`src/rtl/min_list_drainer.sv`:
```
// Captures one sorted min-list from the check-node sorter into a local buffer, then replays it
// in arrival order over a valid/ready handshake. Optional LLR ordering monitor: MIN_LIST_ORDER_CHECK_EN.
`timescale 1ns/1ps

module min_list_drainer #(
    parameter int N_m          = 31,
    parameter int LLR_Width    = 5,
    parameter int Q_Width      = 6,
    parameter int IndexA_Width = 5,
    parameter int IndexI_Width = 5
) (
    input  logic                  clk,
    input  logic                  reset_n,
    input  logic                  start,
    input  logic                  in_valid,
    input  logic [LLR_Width:0]    In_LLR,
    input  logic [Q_Width:0]      In_Q,
    input  logic [IndexA_Width:0] In_IndexA,
    input  logic [IndexI_Width:0] In_IndexI,
    output logic                  out_valid,
    input  logic                  out_ready,
    output logic [LLR_Width:0]    Out_LLR,
    output logic [Q_Width:0]      Out_Q,
    output logic [IndexA_Width:0] Out_IndexA,
    output logic [IndexI_Width:0] Out_IndexI,
    output logic                  out_last,
    output logic                  busy,
    output logic                  done,
    output logic                  order_err
);

    localparam int              PTR_W    = (N_m < 1) ? 1 : $clog2(N_m + 1);
    localparam logic [PTR_W-1:0] LAST_IDX = PTR_W'(N_m);

    typedef enum logic [1:0] {
        IDLE,
        CAPTURE,
        DRAIN
    } state_t;

    typedef struct packed {
        logic [LLR_Width:0]    llr;
        logic [Q_Width:0]      q;
        logic [IndexA_Width:0] index_a;
        logic [IndexI_Width:0] index_i;
    } entry_t;

    state_t           state;
    state_t           state_next;
    logic [PTR_W-1:0] wr_ptr;
    logic [PTR_W-1:0] rd_ptr;
    logic [PTR_W-1:0] rd_next;
    entry_t           list_mem [0:N_m];
    entry_t           in_entry;
    entry_t           out_entry;
    logic             wr_en;
    logic             load_first;
    logic             advance;
    logic             finish;
    logic             start_accepted;

    assign in_entry       = '{llr: In_LLR, q: In_Q, index_a: In_IndexA, index_i: In_IndexI};
    assign rd_next        = rd_ptr + 1'b1;
    assign start_accepted = (state == IDLE) && start;

    always_ff @(posedge clk or negedge reset_n) begin
        if (!reset_n) begin
            state <= IDLE;
        end else begin
            state <= state_next;
        end
    end

    // NOTE: every signal driven here gets a default first, so no path can infer a latch.
    always_comb begin
        state_next = state;
        wr_en      = 1'b0;
        load_first = 1'b0;
        advance    = 1'b0;
        finish     = 1'b0;
        unique case (state)
            IDLE: begin
                if (start) begin
                    state_next = CAPTURE;
                end
            end
            CAPTURE: begin
                if (in_valid) begin
                    wr_en = 1'b1;
                    if (wr_ptr == LAST_IDX) begin
                        state_next = DRAIN;
                    end
                end
            end
            DRAIN: begin
                // out_valid is low in DRAIN only on the first cycle, before entry 0 is presented.
                if (!out_valid) begin
                    load_first = 1'b1;
                end else if (out_ready) begin
                    if (rd_ptr == LAST_IDX) begin
                        finish     = 1'b1;
                        state_next = IDLE;
                    end else begin
                        advance = 1'b1;
                    end
                end
            end
            default: state_next = IDLE;
        endcase
    end

    // NOTE: sequential state uses non-blocking assignments so every register samples pre-edge values.
    always_ff @(posedge clk or negedge reset_n) begin
        if (!reset_n) begin
            wr_ptr    <= '0;
            rd_ptr    <= '0;
            out_valid <= 1'b0;
            done      <= 1'b0;
            out_entry <= '0;
        end else begin
            done <= finish;
            if (start_accepted) begin
                wr_ptr <= '0;
            end else if (wr_en && (wr_ptr != LAST_IDX)) begin
                wr_ptr <= wr_ptr + 1'b1;
            end
            if (load_first) begin
                rd_ptr    <= '0;
                out_entry <= list_mem[0];
                out_valid <= 1'b1;
            end else if (advance) begin
                rd_ptr    <= rd_next;
                out_entry <= list_mem[rd_next];
            end else if (finish) begin
                out_valid <= 1'b0;
            end
        end
    end

    // NOTE: the list buffer has no reset; every entry is written before it can be read.
    always_ff @(posedge clk) begin
        if (wr_en) begin
            list_mem[wr_ptr] <= in_entry;
        end
    end

    assign Out_LLR    = out_entry.llr;
    assign Out_Q      = out_entry.q;
    assign Out_IndexA = out_entry.index_a;
    assign Out_IndexI = out_entry.index_i;
    assign out_last   = out_valid && (rd_ptr == LAST_IDX);
    assign busy       = (state != IDLE);

`ifdef MIN_LIST_ORDER_CHECK_EN
    logic [LLR_Width:0] prev_llr;
    logic               order_err_q;

    // The first entry of a list has no predecessor, so it is never compared.
    always_ff @(posedge clk or negedge reset_n) begin
        if (!reset_n) begin
            prev_llr    <= '0;
            order_err_q <= 1'b0;
        end else begin
            if (start_accepted) begin
                order_err_q <= 1'b0;
            end else if (wr_en && (wr_ptr != '0) && (In_LLR < prev_llr)) begin
                order_err_q <= 1'b1;
            end
            if (wr_en) begin
                prev_llr <= In_LLR;
            end
        end
    end

    assign order_err = order_err_q;
`else
    assign order_err = 1'b0;
`endif

endmodule

```
`config.mk`:
```
export PLATFORM = sky130hd
export DESIGN_NAME = min_list_drainer
export DESIGN_NICKNAME = d
export VERILOG_FILES = /design/src/rtl/min_list_drainer.sv
export SDC_FILE = /design/constraint.sdc
export NUM_CORES = 1
export LEC_CHECK = 0
export CORE_MARGIN = 1
export CORE_UTILIZATION = 65
export DETAILED_ROUTE_END_ITERATION = 10
export PLACE_DENSITY = 0.81
export SYNTH_ARGS = -nofsm -noshare
export SYNTH_HDL_FRONTEND = slang
export SYNTH_SLANG_ARGS = --single-unit
```
`constraint.sdc`:
```
create_clock -name clk -period 4.4 [get_ports clk]
set_input_delay 0.44 -clock clk [delete_from_list [all_inputs] [get_ports clk]]
set_output_delay 0.44 -clock clk [all_outputs]
set_load 0.01 [all_outputs]
```
==> summary.md <==
| Metric | Value |
|---|---|
| Final Core Density | 0.754 |
| Startpoint Class | flop |
| Critical Path RT | 4.89 ns |
| CP Class | flop to flop |
| Final Hold Vio Count | 0 |
| Top cell type by total area after synthesis | edfxtp_1 |
| Post-synthesis register bit count | roughly 840 |
| Most area-consuming cells after synthesis | edfxtp_1, mux4_2, dfrtp_1, nand2_1, a21oi_1 |
| Die area | about 51000 um^2 |
| Nets | approximately 1600 |
| Post-synth top area share | 0.743 |
| Fmax | 0.303 GHz |
| Syn-to-layout area delta | 14.4% |
| Total negative setup slack | 0 ns |
| Residual DRC count | 0 |
| Vias | roughly 17000 |
| Most frequent cells in the layout | edfxtp_1, mux4_2, nand2_1 |
| Synth Cell Area | ~32000 um^2 |
| Primary FF master, synth | edfxtp_1 |
| Max Buffers Root-to-Sink | 3 |
| R2r startpoint | rd_ptr[0] |
| Fin Clk Skew | around 0.023 ns |
| Status | finished clean |
| Tcrit/Tclk final | 0.751 |
| Initial Util | 0.659 |
| I/O pin count | 60 |
| Slew @ Worst Pin | approximately 1.1 ns |
| Final antenna-violating net count | 0 |
| Fill cells | 2576 |
| Share of the yosys chip area belonging to registers | 0.773 |
| Clk Latency, worst-skew pair | ~0.63 ns |
| Setup crit end kind | flop |
| GRT Total Usage | 0.346 |
| Layout cells sized above 1 | 0.265 |
| Lkg Pwr | approximately 12 nW |
| Most common cell after layout, fill and taps aside | edfxtp_1 |
| Min Clock Period, post-route | 3.30 ns |
| Crit. Startpoint | rd_ptr[0] |
| Synth Area per Inst | 21.8 um^2 |
| Max-slew headroom at the worst pin | 0.240 |
| DR WL/cell | between 30 and 40 um |
| Post-CTS sizing | 0 |
| Cells after Synth | 1486 |
| Final setup violation count | 0 |
| Clk slew on worst S/H paths | about 0.06 ns |
| Number of H-tree levels | 3 |
| CTS tree | yes |
| Syn Nets | ~1500 |
| CP max FO | 19 |
| Maximum vdd drop | between 0.0006 and 0.0007 V |
| Async set-reset flop share out of synthesis | 0.0465 |
| Largest net degree at the start of global routing | approximately 100 |
| HPWL after detailed placement | between 40000 and 50000 um |
| 1st-pass router iterations | 7 |
| Clock buffer count from CTS | 80 |
| Final Max Tran Viols | 0 |
| PortBufs | 58 |
| Maxcap violations | 0 |
| Class of the tightest hold or removal check | primary input to flop |
| Root buffer cell | clkbuf_16 |
| Final Non-Filler Cells | 2335 |
| Initial antenna violation count | 1 |
| First-pass GRT wire length | about 120000 um |
| Row cnt | around 80 |
| Core Area | between 40000 and 50000 um^2 |
| # placed instances | approximately 2200 |
| Cell area power density | 474 nW/um^2 |
| Die H | about 230 um |
| GP Congestion | 0.790 |
| RSZ-0062 raised after global routing | no |
| Hold Startpoint | start |
| Distinct cells, synth | between 40 and 50 |
| Yosys warning count | 0 |
| DRT iter0 DRCs | ~2400 |
| Total wire length | 84300 um |
| Final hold slack | roughly 0.43 ns |
| Grt total ovfl | 0 |
| Die width | between 200 and 250 um |
| Clock Sinks | roughly 840 |
| Post-synth EDFFs | 800 |
| Worst Path Arrival | around 3.8 ns |
| Via density | a little over 7 |
| Vias in the first global route | ~17000 |
==> cell type report <==
class,instances,area (um^2),area share
diodes,1,2.50,0.0000677
clock buffers,108,2230,0.0603
clock inverters,41,378,0.0102
inverters,4,15.0,0.000406
multi-input cells,561,7210,0.195
flip-flops and latches,839,25000,0.676
well taps,664,831,0.0225
repair buffers,117,1310,0.0354
==> repair_timing <==
action                     4_1_cts  5_1_grt
setup buffers                    0        0
hold endpoints to repair        26        0
setup endpoints to repair        0        0
hold buffers                     1        0
==> worst max-delay path: stages (launching register included) <==
cell and delay, ns:
dfrtp_4 0.53, ha_4 0.22, and3_1 0.22, ha_2 0.74, or3_1 0.51, buf_12 0.27
a21oi_1 0.10, or4_1 0.54
==> state kept, by name, summed over array words and instances (netlist names) <==
name        count
list_mem      800
Out_LLR         6
Out_IndexI      6
Out_IndexA      6
state           2
Out_Q           7
wr_ptr          5
rd_ptr          5
out_valid       1
done            1
==> layer usage <==
metal / share of wire / wire length (um) / up-vias / GRT usage
met5: 0 / 0 / - / 0
li1: - / - / 6428 / -
met3: 0.13 / 10500 / 275 / 0.0918
met4: 0.047 / 3970 / 0 / 0.155
met1: 0.34 / 29000 / 8657 / 0.464
met2: 0.48 / 40800 / 1337 / 0.545
==> report_power, final <==
group	internal (mW)	switching [mW]
sequential	9.24	0.164
clock	3.93	2.96
combinational	0.366	0.879
==> per-stage QoR <==
step           cell area [um^2]  power [mW]  setup WS, ns
4_1_cts                   37000        17.5          1.06
3_3_place_gp              34400        10.7          1.29
5_1_grt                   37000        17.9          1.07
3_5_place_dp              34400        10.7          1.20
2_1_floorplan             32300        10.1          1.59
6_report                  37000        17.5          1.10
==> worst paths after layout <==
path                                      end  slack (ns)  cells past startpoint
min in group asynchronous            Out_Q[0]        0.51                      2
worst min-delay path                 state[0]        0.43                      3
max in group asynchronous       Out_IndexI[0]        2.94                      3
worst max register to register  Out_IndexA[5]        1.10                      7
worst max-delay path            Out_IndexA[5]        1.10                      7
worst min register to register       Out_Q[6]        0.56                      2
==> synth_stat cells, types with 2 or more instances <==
master,count
buf_1,10
mux4_1,6
or4_1,22
a222oi_1,2
a22o_1,23
or3_1,4
nor2_1,45
buf_2,19
or3b_2,2
inv_1,4
nor2b_1,3
ha_1,8
a21oi_1,45
and3_1,26
clkbuf_1,45
nand2_1,113
buf_6,4
nand3b_1,3
nand4_1,2
dfrtp_1,39
edfxtp_1,800
buf_12,3
xor2_1,3
o21ai_0,10
mux2i_1,4
nand3_1,4
xnor2_1,3
mux4_2,218
o311ai_0,3
==> cells by family (layout without fill, tap and decap cells) <==
| kind of cell | Yosys count | count (layout) | share of synthesized area |
|---|---|---|---|
| other cells | 1 | 2 | 0.000116 |
| mux | 228 | 228 | 0.158 |
| buf+inv | 86 | 270 | 0.0133 |
| flops | 839 | 839 | 0.773 |
| fa+ha+maj | 8 | 8 | 0.00310 |
| compound gates | 88 | 88 | 0.0174 |
| simple gates | 230 | 230 | 0.0334 |
| xor+xnor | 6 | 6 | 0.00163 |
No activity file was read; power rests on OpenSTA's default activity.
